==> src/rtl/lisa_qspi_target.sv <==
// lisa_qspi_target: SPI/QSPI memory-side responder for the LISA QSPI master.
// The SPI pins are oversampled in the clk domain, the opcode is decoded, and
// address and data are shifted over sio[3:0]. Traffic becomes single-byte
// read/write strobes on a local memory port. Reads stream by prefetching the
// next byte as soon as the current byte's first bit or nibble is driven.
module lisa_qspi_target #(
   parameter int          ADDR_BITS   = 24,
   parameter int          DUMMY_QUAD  = 6,
   parameter logic [7:0]  QUAD_WR_CMD = 8'h38
) (
   input  logic                 clk,
   input  logic                 rst_n,
   input  logic                 spi_sclk_i,
   input  logic                 spi_cs_n_i,
   input  logic [3:0]           sio_i,
   output logic [3:0]           sio_o,
   output logic [3:0]           sio_oe,
   output logic [ADDR_BITS-1:0] mem_addr,
   output logic [7:0]           mem_wdata,
   output logic                 mem_we,
   output logic                 mem_re,
   input  logic [7:0]           mem_rdata,
   output logic                 wren_latch,
   output logic                 busy
);

   localparam logic [2:0] S_IDLE   = 3'd0;
   localparam logic [2:0] S_CMD    = 3'd1;
   localparam logic [2:0] S_ADDR   = 3'd2;
   localparam logic [2:0] S_DUMMY  = 3'd3;
   localparam logic [2:0] S_RDATA  = 3'd4;
   localparam logic [2:0] S_WDATA  = 3'd5;
   localparam logic [2:0] S_IGNORE = 3'd6;

   localparam int CNT_W = 6;
   localparam logic [CNT_W-1:0] CMD_LAST       = CNT_W'(7);
   localparam logic [CNT_W-1:0] ADDR_LAST_SER  = CNT_W'(ADDR_BITS - 1);
   localparam logic [CNT_W-1:0] ADDR_LAST_QUAD = CNT_W'(ADDR_BITS / 4 - 1);
   localparam logic [CNT_W-1:0] DUMMY_LAST     = CNT_W'(DUMMY_QUAD - 1);
   localparam logic [CNT_W-1:0] BYTE_LAST_SER  = CNT_W'(7);
   localparam logic [CNT_W-1:0] BYTE_LAST_QUAD = CNT_W'(1);
   localparam logic [CNT_W-1:0] CNT_ZERO       = '0;

   // Synchronizer stages: _p0/_p1 resynchronize, _p2 holds the previous value for edge detect
   logic       sclk_p0, sclk_p1, sclk_p2;
   logic       cs_n_p0, cs_n_p1, cs_n_p2;
   logic [3:0] sio_p0, sio_p1;

   logic [2:0]           state;
   logic [CNT_W-1:0]     unit_cnt;
   logic                 quad_mode;
   logic                 rd_cmd;
   logic                 wr_done;
   logic                 vld_p1;

   logic [6:0]           cmd_sr;
   logic [ADDR_BITS-2:0] addr_sr;
   logic [6:0]           wr_sr;
   logic [7:0]           out_sr;
   logic [7:0]           rd_buf;

   logic                 sclk_rise, sclk_fall, cs_hi, cs_fall;
   logic [7:0]           cmd_nxt;
   logic [ADDR_BITS-1:0] addr_nxt;
   logic [7:0]           wr_nxt;
   logic [7:0]           rd_src;
   logic [CNT_W-1:0]     addr_last, byte_last, unit_cnt_inc;

   // Pin synchronizers; the cs chain resets to "asserted" so only a genuine new fall starts a command
   always_ff @(posedge clk) begin
      if (!rst_n) begin
         sclk_p0 <= 1'b0;
         sclk_p1 <= 1'b0;
         sclk_p2 <= 1'b0;
         cs_n_p0 <= 1'b0;
         cs_n_p1 <= 1'b0;
         cs_n_p2 <= 1'b0;
         sio_p0  <= 4'h0;
         sio_p1  <= 4'h0;
      end else begin
         sclk_p0 <= spi_sclk_i;
         sclk_p1 <= sclk_p0;
         sclk_p2 <= sclk_p1;
         cs_n_p0 <= spi_cs_n_i;
         cs_n_p1 <= cs_n_p0;
         cs_n_p2 <= cs_n_p1;
         sio_p0  <= sio_i;
         sio_p1  <= sio_p0;
      end
   end

   // Edge detection and next-value shifter contents for the current sclk edge
   always_comb begin
      sclk_rise    = sclk_p1 & ~sclk_p2;
      sclk_fall    = ~sclk_p1 & sclk_p2;
      cs_hi        = cs_n_p1;
      cs_fall      = ~cs_n_p1 & cs_n_p2;
      cmd_nxt      = {cmd_sr, sio_p1[0]};
      addr_nxt     = quad_mode ? {addr_sr[ADDR_BITS-5:0], sio_p1} : {addr_sr, sio_p1[0]};
      wr_nxt       = quad_mode ? {wr_sr[3:0], sio_p1} : {wr_sr, sio_p1[0]};
      rd_src       = (unit_cnt == CNT_ZERO) ? rd_buf : out_sr;
      addr_last    = quad_mode ? ADDR_LAST_QUAD : ADDR_LAST_SER;
      byte_last    = quad_mode ? BYTE_LAST_QUAD : BYTE_LAST_SER;
      unit_cnt_inc = unit_cnt + CNT_W'(1);
   end

   // Data shifters: contents are only meaningful while their state is active, so no reset
   always_ff @(posedge clk) begin
      if (sclk_rise && state == S_CMD)   cmd_sr  <= cmd_nxt[6:0];
      if (sclk_rise && state == S_ADDR)  addr_sr <= addr_nxt[ADDR_BITS-2:0];
      if (sclk_rise && state == S_WDATA) wr_sr   <= wr_nxt[6:0];
      if (sclk_fall && state == S_RDATA)
         out_sr <= quad_mode ? {rd_src[3:0], 4'h0} : {rd_src[6:0], 1'b0};
      if (vld_p1) rd_buf <= mem_rdata;
   end

   // Command FSM, memory strobes and pad drive; a deasserted cs overrides any same-cycle sclk edge
   always_ff @(posedge clk) begin
      if (!rst_n) begin
         state      <= S_IDLE;
         unit_cnt   <= CNT_ZERO;
         quad_mode  <= 1'b0;
         rd_cmd     <= 1'b0;
         wr_done    <= 1'b0;
         vld_p1     <= 1'b0;
         sio_o      <= 4'h0;
         sio_oe     <= 4'h0;
         mem_addr   <= '0;
         mem_wdata  <= 8'h00;
         mem_we     <= 1'b0;
         mem_re     <= 1'b0;
         wren_latch <= 1'b0;
         busy       <= 1'b0;
      end else begin
         mem_re <= 1'b0;
         mem_we <= 1'b0;
         vld_p1 <= mem_re;
         if (mem_we) mem_addr <= mem_addr + ADDR_BITS'(1);
         if (cs_hi) begin
            if (wr_done) wren_latch <= 1'b0;
            state    <= S_IDLE;
            unit_cnt <= CNT_ZERO;
            wr_done  <= 1'b0;
            sio_o    <= 4'h0;
            sio_oe   <= 4'h0;
            busy     <= 1'b0;
         end else begin
            case (state)
               S_IDLE: begin
                  if (cs_fall) begin
                     state     <= S_CMD;
                     busy      <= 1'b1;
                     unit_cnt  <= CNT_ZERO;
                     quad_mode <= 1'b0;
                     wr_done   <= 1'b0;
                  end
               end
               S_CMD: begin
                  if (sclk_rise) begin
                     unit_cnt <= unit_cnt_inc;
                     if (unit_cnt == CMD_LAST) begin
                        unit_cnt <= CNT_ZERO;
                        if (cmd_nxt == 8'h03) begin
                           state <= S_ADDR; quad_mode <= 1'b0; rd_cmd <= 1'b1;
                        end else if (cmd_nxt == 8'h02) begin
                           state <= S_ADDR; quad_mode <= 1'b0; rd_cmd <= 1'b0;
                        end else if (cmd_nxt == 8'hEB) begin
                           state <= S_ADDR; quad_mode <= 1'b1; rd_cmd <= 1'b1;
                        end else if (cmd_nxt == QUAD_WR_CMD) begin
                           state <= S_ADDR; quad_mode <= 1'b1; rd_cmd <= 1'b0;
                        end else if (cmd_nxt == 8'h06) begin
                           state <= S_IGNORE; wren_latch <= 1'b1;
                        end else begin
                           state <= S_IGNORE;
                        end
                     end
                  end
               end
               S_ADDR: begin
                  if (sclk_rise) begin
                     unit_cnt <= unit_cnt_inc;
                     if (unit_cnt == addr_last) begin
                        unit_cnt <= CNT_ZERO;
                        mem_addr <= addr_nxt;
                        if (!rd_cmd) begin
                           state <= S_WDATA;
                        end else if (quad_mode && DUMMY_QUAD != 0) begin
                           state <= S_DUMMY;
                        end else begin
                           state  <= S_RDATA;
                           mem_re <= 1'b1;
                           sio_oe <= quad_mode ? 4'b1111 : 4'b0010;
                        end
                     end
                  end
               end
               S_DUMMY: begin
                  if (sclk_rise) begin
                     unit_cnt <= unit_cnt_inc;
                     if (unit_cnt == DUMMY_LAST) begin
                        unit_cnt <= CNT_ZERO;
                        state    <= S_RDATA;
                        mem_re   <= 1'b1;
                        sio_oe   <= 4'b1111;
                     end
                  end
               end
               S_RDATA: begin
                  if (sclk_fall) begin
                     if (unit_cnt == CNT_ZERO) begin
                        mem_re   <= 1'b1;
                        mem_addr <= mem_addr + ADDR_BITS'(1);
                     end
                     sio_o    <= quad_mode ? rd_src[7:4] : {2'b00, rd_src[7], 1'b0};
                     unit_cnt <= (unit_cnt == byte_last) ? CNT_ZERO : unit_cnt_inc;
                  end
               end
               S_WDATA: begin
                  if (sclk_rise) begin
                     unit_cnt <= unit_cnt_inc;
                     if (unit_cnt == byte_last) begin
                        unit_cnt  <= CNT_ZERO;
                        mem_we    <= 1'b1;
                        mem_wdata <= wr_nxt;
                        wr_done   <= 1'b1;
                     end
                  end
               end
               S_IGNORE: begin
                  sio_oe <= 4'h0;
               end
               default: begin
                  state <= S_IDLE;
               end
            endcase
         end
      end
   end

endmodule

==> config.mk <==
export PLATFORM = sky130hd
export DESIGN_NAME = lisa_qspi_target
export DESIGN_NICKNAME = d
export VERILOG_FILES = /design/src/rtl/lisa_qspi_target.sv
export SDC_FILE = /design/constraint.sdc
export NUM_CORES = 1
export LEC_CHECK = 0
export BUFFER_PORTS_ARGS = -buffer_cell sky130_fd_sc_hd__buf_2
export CAP_MARGIN = 20
export CORE_ASPECT_RATIO = 1.4
export CORE_MARGIN = 5
export CORE_UTILIZATION = 25
export DETAILED_ROUTE_END_ITERATION = 8
export PLACE_DENSITY = 0.37
export SLEW_MARGIN = 20
export SYNTH_ARGS = -nofsm -noshare
export SYNTH_HDL_FRONTEND = slang
export SYNTH_SLANG_ARGS = --single-unit
==> constraint.sdc <==
create_clock -name clk -period 2.3 [get_ports clk]
set_input_delay 0.46 -clock clk [delete_from_list [all_inputs] [get_ports clk]]
set_output_delay 0.46 -clock clk [all_outputs]
set_load 0.01 [all_outputs]
== Word-level counts from Yosys, hierarchy flattened ==
Cells that the tools add are included.

* Reductions and logical operators: 28
* Muxes and demuxes: 81
* Add/sub/neg operators: 2
* Bitwise logic cells: 10
* Equal/unequal tests: 33

{| class="wikitable"
|+ Operators with widths
! kind !! count
|-
| $mux W24 || 7
|-
| $mux W6 || 10
|-
| $pmux W24 S2 || 1
|-
| $mux W3 || 14
|-
| $pmux W6 S6 || 1
|-
| $mux W1 || 32
|-
| $mux W4 || 7
|-
| $ne A2 B2 Y1 const B || 13
|-
| $add A24 B1 Y24 const B || 1
|-
| $mux W8 || 3
|-
| $eq A8 B2 Y1 const B || 2
|-
| $pmux W3 S5 || 1
|-
| $reduce_and A7 Y1 || 2
|-
| $eq A6 B3 Y1 const B || 2
|-
| $pmux W4 S3 || 1
|-
| $reduce_bool A2 Y1 || 6
|-
| $eq A3 B3 Y1 const B || 3
|-
| $reduce_and A9 Y1 || 1
|-
| $eq A8 B3 Y1 const B || 1
|-
| $eq A8 B6 Y1 const B || 1
|-
| $eq A8 B8 Y1 const B || 1
|-
| $ne A2 B1 Y1 const B || 4
|-
| $reduce_and A4 Y1 || 2
|-
| $reduce_and A8 Y1 || 1
|-
| other kinds (23) || 37
|}

* Logic and storage cells: 182
* Bits in registers: 124
* Output and inout port bits: 44

== Logic depth before layout (Yosys ltp) ==
Gate-level depths: netlist (run 1).

* Depth after elaboration: 10
* Gate-level depth with buffers: 9
* Mapped depth without buffers: 8

== Worst setup path after synthesis (run 1) ==
No wires, ideal clock.

* Path type: register to register
* Start: register mem_addr[0]
* End: register mem_addr[6]
* Arrival: 1813 ps
* Buffers on the path: 0
* Data required time: 2183 ps
* Stages on the path, launching flop included: 8
* Clock period less this slack: 1931 ps
* Setup slack: 369 ps
* Library setup time: 117 ps
* Path through: dfxtp_1 ha_1 nand3_1 or2_2 nor2_1 xnor2_1 o211ai_1 a32o_1

* Longest elaborated chain between the ends: 6

{| class="wikitable"
|+ RTL lines
! what !! line !! source
|-
| start, declared || 18 || <nowiki>output logic [ADDR_BITS-1:0] mem_addr,</nowiki>
|-
| start signal, assigned || 138 || <nowiki>if (mem_we) mem_addr <= mem_addr + ADDR_BITS'(1);</nowiki>
|-
| start signal, assigned || 184 || <nowiki>mem_addr <= addr_nxt;</nowiki>
|-
| start signal, assigned || 212 || <nowiki>mem_addr <= mem_addr + ADDR_BITS'(1);</nowiki>
|-
| $add A24 B1 Y24 (*) || 138, 212 ||
|-
| $mux W24 || 138 ||
|-
| $mux W24 (on tied branches) || 210, 182 ||
|-
| $mux W24 (on tied branches) || 209, 180 ||
|-
| $pmux W24 S2 || 148 || <nowiki>case (state)</nowiki>
|-
| $mux W24 (*) || 139 || <nowiki>if (cs_hi) begin</nowiki>
|}

Mark *: on every way between the ends. The rest lies on a longest branch, timed or not.
A chain may end at the register's enable or synchronous reset.

== Worst setup path in the final report (run 1) ==
* Start: register unit_cnt[5]
* End: register mem_wdata[3]

* Longest elaborated chain between the ends: 2

{| class="wikitable"
|+ RTL lines
! what !! line !! source
|-
| start, declared || 50 || <nowiki>logic [CNT_W-1:0] unit_cnt;</nowiki>
|-
| start signal, assigned || 160 || <nowiki>unit_cnt <= unit_cnt_inc;</nowiki>
|-
| start signal, assigned || 181 || <nowiki>unit_cnt <= unit_cnt_inc;</nowiki>
|-
| start signal, assigned || 199 || <nowiki>unit_cnt <= unit_cnt_inc;</nowiki>
|-
| $eq A6 B3 Y1 || 221 || <nowiki>if (unit_cnt == byte_last) begin</nowiki>
|-
| $reduce_and A4 Y1 (no line) || n/a ||
|-
| end signal, assigned || 224 || <nowiki>mem_wdata <= wr_nxt;</nowiki>
|-
| end, declared || 19 || <nowiki>output logic [7:0] mem_wdata,</nowiki>
|}

No other way between the ends.

==> results.ini, run 1 <==
[die]
start_util_pct=25.5
num_rows=67
fp.dieW_microns=142
die_y_microns=195
io_pins=60
core_sq_mm=0.0241
dieArea_sq_mm=0.0278

[clock_tree]
cts_sinks=121
post_cts_buffers=0
cts_buffers=17
cts_tree=yes
postCtsHoldBufs=0
insertion_delay_ns=0.42
clockBufferDepth=2
cts_htree_levels=4
clock_tree.root_cell=clkbuf_16
clk_pin_slew_ns=0.06

[critical_path]
required_ns=2.61
critical_path_class=reg2reg
max_stage_delay_ns=0.47
cp_cell_sequence=or3_1 > a211oi_1 > buf_4 > nand2_1 > nor2_4 > mux2i_1 > nor2_1
arrival_ns=2.46
worstPathMaxFanout=9
crit_buf_inv=1
start_kind=register
slowest_stage=or3_1
critPathCaptureType=register
crit_family=simple AND/OR/NAND/NOR gates

[yosys]
synth-async-reset-ratio_pct=0
synth_seq_cells=121
synth-warning-count=0
syn_avg_cell_area_sq_um=9.76
synth_area_sq_mm=0.00613
synth_cell_type_count=66
synth_seq_area_share_pct=48.0
synthCells=628
synth-edff-count=52
ys.flop_type=dfxtp_1
synth_nets=648

[drt]
wl_per_cell_microns=18.1
vias=5052
wl_mm=18.9
drtIter0Drc=298
vias_per_cell=4.83
antenna_left=0
drc=0
dr.pass1.iters=5

[layout]
syn2layout_area_growth_pct=26.0
drive_above_1_share_pct=25.0
fin_nets=742
antenna_cells=0
final_cells=1045
final_core_util_pct=32.1

[sta]
finalCritPeriodShare_pct=93.4
clock.fmax_mhz=465
rsz0062_at_grt=false
period_minus_slack_ns=2.15
worst_pin_slew_ns=0.592
clock_skew_ns=0.00844
hold_violations=0
maxSlewHeadroom_pct=60.4
tns_ns=0
setup_ws_ns=0.151
setup_viol=0
maxSlewViolCount=0

[placement]
io_buffers=59
dp_hpwl_mm=14.4
gp_congestion=0.916
dp_cells=1013
pre_cts_ws_ns=0.0951

[hold_path]
min_path_type=in2reg

[global_route]
grt_pass1_vias=5213
grt-ovfl-total=0
global_route.usage.total_pct=13.8
grt_max_degree=38
antenna_found_initial=0
grt_pass1_wl_mm=29.6

[power]
vdd_drop_max_uv=477
total_power_mw=5.25
p_per_area_mw_per_mm2=680
total_leakage_power_nw=2.90

[status]
status=complete, no violations

[flow_run]
timing.max_cap.violations=0

[worst paths after layout]
check             depth (start not counted)  slack (ns)         start           end
setup / recovery                          7        0.15   unit_cnt[5]  mem_wdata[3]
hold / removal                            1        0.21  mem_rdata[6]     rd_buf[6]
setup reg to reg                          7        0.15   unit_cnt[5]  mem_wdata[3]
hold reg to reg                           1        0.43     sio_p0[0]     sio_p1[0]
[kinds of logic (layout without fill, tap and decap cells)]
family                     count (synthesis)  in the layout  share of synthesized area (%)
AOI/OAI and AO/OA                        119            119                           13.1
buffers and inverters                     51            158                           3.53
muxes                                     42             42                           7.33
adders and majority gates                  4              4                          0.817
xor gates and xnor gates                  40             40                           5.72
DFF                                      121            121                           48.0
and+or+nand+nor                          251            251                           21.5
[state kept, by name, indices dropped and copies added, names as in the netlist, 2 cells and up]
name and count:
state 3, sio_p0 4, sio_oe 2, wr_sr 7
rd_buf 8, mem_wdata 8, cmd_sr 7, unit_cnt 6
mem_addr 24, addr_sr 23, sio_o 4, out_sr 7
sio_p1 4
[what timing repair did]
action,4_1_cts,5_1_grt
endpoints found under the setup margin,0,1
gates resized for setup,0,1
endpoints found under the hold margin,0,0
[cells in the final DEF (no fill, tap or decap), types with 3 or more instances in the layout]
master	count
o22a_1	6
clkinv_4	3
nor2_1	68
a31oi_1	3
clkbuf_16	22
mux2i_1	19
nand3_1	27
edfxtp_1	52
nor4_1	7
ha_1	4
and2_1	18
o22ai_1	5
mux2_2	23
o211ai_1	6
nand3b_1	5
or2_2	5
nor2b_1	6
o21a_1	4
nor3_1	13
o21ai_0	26
buf_4	49
nor3b_1	4
nand4_1	13
nand2b_1	9
a21o_1	4
xor2_1	20
inv_6	3
dfxtp_1	67
o31ai_1	3
and3_1	7
inv_1	16
xnor2_1	20
a211oi_1	4
nand2_1	49
or3_1	4
buf_2	59
a21oi_1	22
a22oi_1	15
[synthesized netlist by cell type (3+ instances only)]
cell type  instances  share of area, %
o21ai_0           26               2.1
buf_1              3              0.18
a31oi_1            3              0.31
inv_1             16              0.98
nand2b_1           9              0.92
nor2_1            68               4.2
a22oi_1           15               1.8
a21oi_1           22               1.8
ha_1               4              0.82
a21o_1             4              0.49
clkbuf_1          20               1.2
edfxtp_1          52                25
o21a_1             4              0.49
nor2b_1            6              0.61
or2_2              5              0.51
a211oi_1           4              0.49
dfxtp_1           69                23
o22ai_1            5              0.51
buf_2              8              0.65
nor3_1            13               1.1
nor3b_1            4              0.49
or3_1              4              0.41
xor2_1            20               2.9
and3_1             7              0.71
mux2_2            23               4.2
xnor2_1           20               2.9
buf_4              4              0.49
o22a_1             6              0.86
o211ai_1           6              0.73
nand2_1           49               3.0
nand4_1           13               1.3
nand3b_1           5              0.61
o31ai_1            3              0.37
and2_1            18               1.8
mux2i_1           19               3.1
nand3_1           27               2.2
nor4_1             7              0.71
[layer usage]
layer / share of wire [%] / global-route usage [%]
met1: 43 / 16.0
met2: 53 / 24.9
met3: 2.9 / 2.67
met4: 2.0 / 4.86
met5: 0 / 0
[per-stage QoR]
step	area [sq um]	hold WS, ns
floorplan	6130	0.412
global placement	7060	0.417
detailed placement	7060	0.422
CTS	7720	0.191
global route	7720	0.187
finish	7720	0.212
[final cells by class]
class | instances | area (sq um)
clock buffer | 24 | 568
clock inverter | 8 | 88.8
fill | 2455 | 16300
inverter | 16 | 60.1
multi-input combinational | 456 | 2970
sequential | 121 | 2950
tap | 310 | 388
timing repair buffer | 110 | 703
[where the power goes]
part           internal (mW)  total [mW]  switching, mW
logic                 0.0333      0.0861         0.0528
clock network           1.86        2.92           1.06
registers               2.24        2.25         0.0108
total                   4.13        5.25           1.12
No activity file was read; power rests on OpenSTA's default activity.
==> run 2, diff against run 1 <==
--- a/config.mk
+++ b/config.mk
@@ -11,7 +11,7 @@
 export CORE_MARGIN = 5
 export CORE_UTILIZATION = 25
 export DETAILED_ROUTE_END_ITERATION = 8
-export PLACE_DENSITY = 0.37
+export PLACE_DENSITY = 0.49
 export SLEW_MARGIN = 20
 export SYNTH_ARGS = -nofsm -noshare
 export SYNTH_HDL_FRONTEND = slang
==> results.ini, run 2 (synthesis results as in run 1) <==
[hold_path]
whs_path_depth=1  ; unchanged
min-delay-start=mem_rdata[6]  ; unchanged
min_path_type=in2reg  ; unchanged
hold_end=rd_buf[6]  ; unchanged

[global_route]
grt_pass1_vias=5057  ; was 5,213
antenna_found_initial=0  ; unchanged
grt-ovfl-total=0  ; unchanged
global_route.usage.total_pct=13.3  ; was 13.8%
grt_pass1_wl_mm=28.6  ; was 29.6 mm
grt_max_degree=39  ; was 38

[sta]
maxSlewViolCount=0  ; unchanged
clock.fmax_mhz=479  ; was 465 MHz
hold_slack_ns=0.212  ; about the same
worst_pin_slew_ns=0.610  ; was 0.592 ns
setup_ws_ns=0.213  ; was 0.151 ns
finalCritPeriodShare_pct=90.7  ; was 93.4%
clock_skew_ns=0.00666  ; was 0.00844 ns
maxSlewHeadroom_pct=59.3  ; was 60.4%
setup_viol=0  ; unchanged
rsz0062_at_grt=false  ; unchanged
hold_violations=0  ; unchanged
tns_ns=0  ; unchanged
period_minus_slack_ns=2.09  ; was 2.15 ns

[placement]
gp_congestion=0.888  ; was 0.916
placed_area_sq_mm=0.00704  ; was 0.00706 sq mm
io_buffers=59  ; unchanged
dp_cells=1011  ; was 1,013
dp_hpwl_mm=13.8  ; was 14.4 mm
pre_cts_ws_ns=0.172  ; was 0.0951 ns

[die]
fp.dieW_microns=142  ; unchanged
core_sq_mm=0.0241  ; unchanged
die_y_microns=195  ; unchanged
start_util_pct=25.5  ; unchanged
dieArea_sq_mm=0.0278  ; unchanged
num_rows=67  ; unchanged
io_pins=60  ; unchanged

[status]
status=complete, no violations  ; unchanged

[critical_path]
arrival_ns=2.45  ; was 2.46 ns
worstPathMaxFanout=8  ; was 9
slowest_stage=nor4_4  ; was or3_1
critPathCaptureType=register  ; unchanged
worstRegToRegCells=6  ; was 7
crit_path_frequent_cell=nand3_1
cp_cell_sequence=nand4_1 > nor4_4 > nand3_1 > xor2_1 > or3_1 > nand3_1  ; was or3_1 > a211oi_1 > buf_4 > nand2_1 > nor2_4 > mux2i_1 > nor2_1
reg2reg_to=mem_addr[21]  ; was mem_wdata[3]
max_stage_delay_ns=0.54  ; was 0.47 ns
start_kind=register  ; unchanged
required_ns=2.66  ; was 2.61 ns
critical_path_class=reg2reg  ; unchanged
r2r_setup_slack_ns=0.21  ; was 0.15 ns
reg2reg_from=mem_addr[9]  ; was unit_cnt[5]

[drt]
antenna_left=0  ; unchanged
drtIter0Drc=351  ; was 298
drc=0  ; unchanged
vias_per_cell=4.80  ; was 4.83
dr.pass1.iters=7  ; was 5
wl_mm=18.1  ; was 18.9 mm
wl_per_cell_microns=17.4  ; was 18.1 microns
vias=5008  ; was 5,052

[clock_tree]
cts_resized=0  ; unchanged
post_cts_buffers=0  ; unchanged
clk_pin_slew_ns=0.06  ; about the same
clockBufferDepth=2  ; unchanged
cts_sinks=121  ; unchanged
cts_htree_levels=4  ; unchanged
cts_tree=yes  ; unchanged
cts_buffers=17  ; unchanged
clock_tree.root_cell=clkbuf_16  ; unchanged
insertion_delay_ns=0.42  ; about the same
postCtsHoldBufs=0  ; unchanged

[layout]
drive_above_1_share_pct=24.7  ; was 25.0%
fin_area_sq_mm=0.00765  ; was 0.00772 sq mm
top_regs=mem_addr x24, addr_sr x23  ; unchanged
fill_cells=2476  ; was 2,455
final_core_util_pct=31.8  ; was 32.1%
antenna_cells=0  ; unchanged
max_flop_register=mem_addr  ; unchanged
final_common_cell=nor2_1  ; unchanged
final_cells=1043  ; was 1,045
syn2layout_area_growth_pct=24.8  ; was 26.0%
largest_register_ffs=24  ; unchanged
fin_nets=740  ; was 742
layout_common_cells=68 x nor2_1, 67 x dfxtp_1, 59 x buf_2, 52 x edfxtp_1, 49 x nand2_1  ; was 68 x nor2_1, 67 x dfxtp_1, 59 x buf_2, 52 x edfxtp_1

[power]
total_leakage_power_nw=2.85  ; was 2.90 nW
total_power_mw=5.06  ; was 5.25 mW
p_per_area_mw_per_mm2=662  ; was 680 mW/mm^2
vdd_drop_max_uv=495  ; was 477 uV

[flow_run]
timing.max_cap.violations=0  ; unchanged

-- run 2: cell types whose count changed in the layout (fill, tap and decap cells not counted), moves of 2 or more --
cell / before / now
clkinv_2: 0 / 2
inv_6: 3 / 1
clkinvlp_4: 0 / 4
clkbuf_16: 22 / 17
clkinv_4: 3 / 0
clkinv_1: 0 / 3
bufinv_16: 1 / 3
-- run 2: how the worst max path moves through the flow --
stage           startpoint           end  slack, ns
2_1_floorplan  mem_addr[0]   mem_addr[6]       0.37
3_3_place_gp   mem_addr[9]  mem_addr[21]       0.16
3_5_place_dp   mem_addr[9]  mem_addr[21]       0.17
4_1_cts        mem_addr[9]  mem_addr[21]       0.15
5_1_grt        mem_addr[9]  mem_addr[21]       0.02
6_report       mem_addr[9]  mem_addr[21]       0.21
-- run 2: critical path, delay by kind of cell, from the launching register on --
kind	cells	cell delay [ns]
flops	1	0.38
xor+xnor	1	0.17
simple gates	5	1.48
-- run 2: power by group --
group	total [mW]	switching, mW	internal (mW)
clock network	2.73	0.983	1.75
registers	2.25	0.00959	2.24
logic	0.0881	0.0547	0.0334
total	5.06	1.05	4.02
-- run 2: final cells by class --
| type | instances | area [sq um] | share of cell area [%] |
|---|---|---|---|
| multi-input combinational | 456 | 2970 | 38.9 |
| sequential | 121 | 2950 | 38.5 |
| timing repair buffer | 108 | 676 | 8.84 |
| clock buffer | 19 | 453 | 5.92 |
| tap | 310 | 388 | 5.07 |
| clock inverter | 13 | 150 | 1.96 |
| inverter | 16 | 60.1 | 0.785 |
-- run 2: per-layer routing --
metal,up-vias,global-route usage (%),share of wire [%],wire length [microns]
met5,-,0,0,0
met4,0,4.72,2.2,403
met3,33,2.81,3.7,667
met2,103,23.5,53,9530
met1,2414,15.8,42,7530
li1,2458,-,-,-
==> run 3, diff against run 2 <==
--- a/config.mk
+++ b/config.mk
@@ -5,13 +5,14 @@
 export SDC_FILE = /design/constraint.sdc
 export NUM_CORES = 1
 export LEC_CHECK = 0
+export ABC_AREA = 1
 export BUFFER_PORTS_ARGS = -buffer_cell sky130_fd_sc_hd__buf_2
 export CAP_MARGIN = 20
 export CORE_ASPECT_RATIO = 1.4
 export CORE_MARGIN = 5
 export CORE_UTILIZATION = 25
 export DETAILED_ROUTE_END_ITERATION = 8
-export PLACE_DENSITY = 0.49
+export PLACE_DENSITY = 0.51
 export SLEW_MARGIN = 20
 export SYNTH_ARGS = -nofsm -noshare
 export SYNTH_HDL_FRONTEND = slang
==> constraint.sdc (replaced) <==
create_clock -name clk -period 1.9 [get_ports clk]
set_input_delay 0.38 -clock clk [delete_from_list [all_inputs] [get_ports clk]]
set_output_delay 0.38 -clock clk [all_outputs]
set_load 0.01 [all_outputs]
==> results.ini, run 3 <==
[sta]
maxSlewViolCount=0  ; unchanged
finalCritPeriodShare_pct=93.8  ; was 90.7%
clock_skew_ns=0.00910  ; was 0.00666 ns
hold_violations=0  ; unchanged
rsz0062_at_grt=false  ; unchanged
period_minus_slack_ns=1.78  ; was 2.09 ns
setup_viol=0  ; unchanged
worst_pin_slew_ns=0.552  ; was 0.610 ns
tns_ns=0  ; unchanged
clock.fmax_mhz=561  ; was 479 MHz
maxSlewHeadroom_pct=62.8  ; was 59.3%

[drt]
antenna_left=0  ; unchanged
wl_per_cell_microns=14.5  ; was 17.4 microns
vias=6062  ; was 5,008
drtIter0Drc=324  ; was 351
drc=0  ; unchanged
vias_per_cell=4.53  ; was 4.80
wl_mm=19.4  ; was 18.1 mm
dr.pass1.iters=5  ; was 7

[layout]
final_common_cell=nand2_1  ; was nor2_1
syn2layout_area_growth_pct=23.6  ; was 24.8%
drive_above_1_share_pct=17.4  ; was 24.7%
top_regs=mem_addr x24, addr_sr x23  ; unchanged
fin_area_sq_mm=0.00803  ; was 0.00765 sq mm
fill_cells=2767  ; was 2,476
fin_nets=1025  ; was 740
layout_common_cells=333 x nand2_1, 102 x nor2_1, 80 x inv_1, 68 x dfxtp_1, 59 x buf_2  ; was 68 x nor2_1, 67 x dfxtp_1, 59 x buf_2, 52 x edfxtp_1, 49 x nand2_1
antenna_cells=0  ; unchanged
final_cells=1337  ; was 1,043
largest_register_ffs=24  ; unchanged
max_flop_register=mem_addr  ; unchanged

[critical_path]
max_stage_delay_ns=0.40  ; was 0.54 ns
crit_buf_inv=1  ; was 0
critical_path_class=reg2reg  ; unchanged
start_kind=register  ; unchanged
crit_family=simple AND/OR/NAND/NOR gates  ; unchanged
arrival_ns=2.15  ; was 2.45 ns
required_ns=2.27  ; was 2.66 ns
critPathCaptureType=register  ; unchanged
cp_cell_sequence=nor2_4 > nand2_4 > inv_1 > nand4_1 > nor2_1 > nor2_1 > nand2_1 > nand2_1 > nand2_1  ; was nand4_1 > nor4_4 > nand3_1 > xor2_1 > or3_1 > nand3_1
slowest_stage=dfxtp_1  ; was nor4_4
crit_path_frequent_cell=nand2_1  ; was nand3_1
worstPathMaxFanout=8  ; unchanged

[flow_run]
timing.max_cap.violations=0  ; unchanged

[die]
start_util_pct=25.4  ; was 25.5%
num_rows=69  ; was 67
io_pins=60  ; unchanged
dieArea_sq_mm=0.0294  ; was 0.0278 sq mm
die_y_microns=201  ; was 195 microns
fp.dieW_microns=146  ; was 142 microns
core_sq_mm=0.0256  ; was 0.0241 sq mm

[global_route]
antenna_found_initial=0  ; unchanged
global_route.usage.total_pct=13.4  ; was 13.3%
grt_max_degree=37  ; was 39
grt_pass1_vias=6092  ; was 5,057
grt_pass1_wl_mm=31.6  ; was 28.6 mm
grt-ovfl-total=0  ; unchanged

[yosys]
synth_seq_cells=121  ; unchanged
synth-edff-count=52  ; unchanged
yosys.area.top_type=edfxtp_1  ; unchanged
synth_nets=931  ; was 648
synth_cell_type_count=41  ; was 66
synth-warning-count=0  ; unchanged
synthCells=911  ; was 628
ys.flop_type=dfxtp_1  ; unchanged
synth_seq_area_share_pct=45.3  ; was 48.0%
netlist.area_leader.share_pct=24.0  ; was 25.5%
synth_area_leaders=edfxtp_1 24%, dfxtp_1 21%, nand2_1 19%, nor2_1 6.1%, inv_1 4.6%  ; was edfxtp_1 25%, dfxtp_1 23%, mux2_2 4.2%, nor2_1 4.2%, mux2i_1 3.1%
synth_common_cells=334 x nand2_1, 105 x nor2_1, 80 x inv_1  ; was 69 x dfxtp_1, 68 x nor2_1, 52 x edfxtp_1
synth-async-reset-ratio_pct=0  ; unchanged
syn_avg_cell_area_sq_um=7.13  ; was 9.76 sq um
synth_area_sq_mm=0.00650  ; was 0.00613 sq mm
yosysMostFrequentCell=nand2_1  ; was dfxtp_1

[placement]
io_buffers=59  ; unchanged
dp_hpwl_mm=14.7  ; was 13.8 mm
gp_congestion=0.890  ; was 0.888
dp_cells=1302  ; was 1,011
placed_area_sq_mm=0.00739  ; was 0.00704 sq mm

[clock_tree]
clk_pin_slew_ns=0.06  ; about the same
cts_htree_levels=4  ; unchanged
cts_sinks=121  ; unchanged
clock_tree.root_cell=clkbuf_16  ; unchanged
clockBufferDepth=2  ; unchanged
cts_buffers=17  ; unchanged
cts_tree=yes  ; unchanged
insertion_delay_ns=0.42  ; about the same

[hold_path]
min_path_type=in2reg  ; unchanged

[status]
status=complete, no violations  ; unchanged

[power]
vdd_drop_max_uv=701  ; was 495 uV
total_leakage_power_nw=3.50  ; was 2.85 nW
total_power_mw=7.65  ; was 5.06 mW
p_per_area_mw_per_mm2=953  ; was 662 mW/mm^2

run 3: changes by cell type after synthesis, moves of 9 or more:
cell	previous run	this run
a22oi_1	15	2
nand3_1	27	57
a21oi_1	22	41
nor2_1	68	105
inv_1	16	80
xor2_1	20	8
nand2b_1	9	0
o21ai_0	26	58
mux2_2	23	0
xnor2_1	20	4
mux2i_1	19	4
nand2_1	49	334
and2_1	18	1
run 3: worst register-to-register path: stages, from the launching register on:
cell and delay [ns]:
dfxtp_1 0.40, nor2_4 0.17, nand2_4 0.11, inv_1 0.18, nand4_1 0.28, nor2_1 0.34
nor2_1 0.09, nand2_1 0.08, nand2_1 0.04, nand2_1 0.06
run 3: worst paths after layout:
kind	endpoint	slack [ns]	startpoint	cells after the start
hold reg to reg	sclk_p1	0.41	sclk_p0	2
hold / removal	rd_buf[1]	0.13	mem_rdata[1]	1
setup / recovery	mem_addr[10]	0.12	state[0]	9
setup reg to reg	mem_addr[10]	0.12	state[0]	9
run 3: area by class of cell:
class / instances / area, sq um / area share, %
clock buffer: 18 / 450 / 5.61
timing repair buffer: 105 / 678 / 8.44
sequential: 121 / 2940 / 36.6
clock inverter: 14 / 134 / 1.67
tap: 319 / 399 / 4.97
multi-input combinational: 670 / 3090 / 38.4
inverter: 90 / 343 / 4.27
run 3: kinds of logic after synthesis:
logic type               after synthesis  share of synthesized area, %
multiplexers                           4                         0.616
XOR/XNOR                              12                          1.62
adder cells (fa/ha/maj)                4                         0.770
AND/OR/NAND/NOR                      531                          34.1
flip-flops                           121                          45.3
AO/OA/AOI/OAI                        119                          9.89
buffers and inverters                120                          7.68
run 3: repair_timing:
action | 4_1_cts | 5_1_grt
hold buffers | 0 | 0
gates resized for setup | 0 | 11
setup buffers | 0 | 3
setup endpoints to repair | 0 | 24
run 3: stage by stage:
| stage | setup slack, ns | util, % | hold WS [ns] |
|---|---|---|---|
| after floorplan | 0.165 | - | 0.390 |
| after global placement | 0.0641 | 28.9 | 0.393 |
| after detailed placement | 0.0835 | 28.9 | 0.395 |
| after CTS | 0.0671 | 31.2 | 0.117 |
| after global routing | 0.00617 | 31.4 | 0.117 |
| final | 0.118 | 31.4 | 0.131 |
run 3: layer usage:
metal | routed length, microns | share of wire [%] | GRT usage, % | vias up
met5 | 0 | 0 | 0 | -
li1 | - | - | - | 3116
met3 | 777 | 4.0 | 2.76 | 39
met2 | 9580 | 49 | 23.3 | 142
met1 | 8320 | 43 | 15.7 | 2765
met4 | 715 | 3.7 | 6.25 | 0
run 3: power by group:
part / internal, mW / leakage, nW / switching [mW] / total (mW)
logic: 0.478 / 2.19 / 1.02 / 1.50
registers: 2.85 / 1.03 / 0.0971 / 2.95
clock network: 1.90 / 0.285 / 1.30 / 3.20
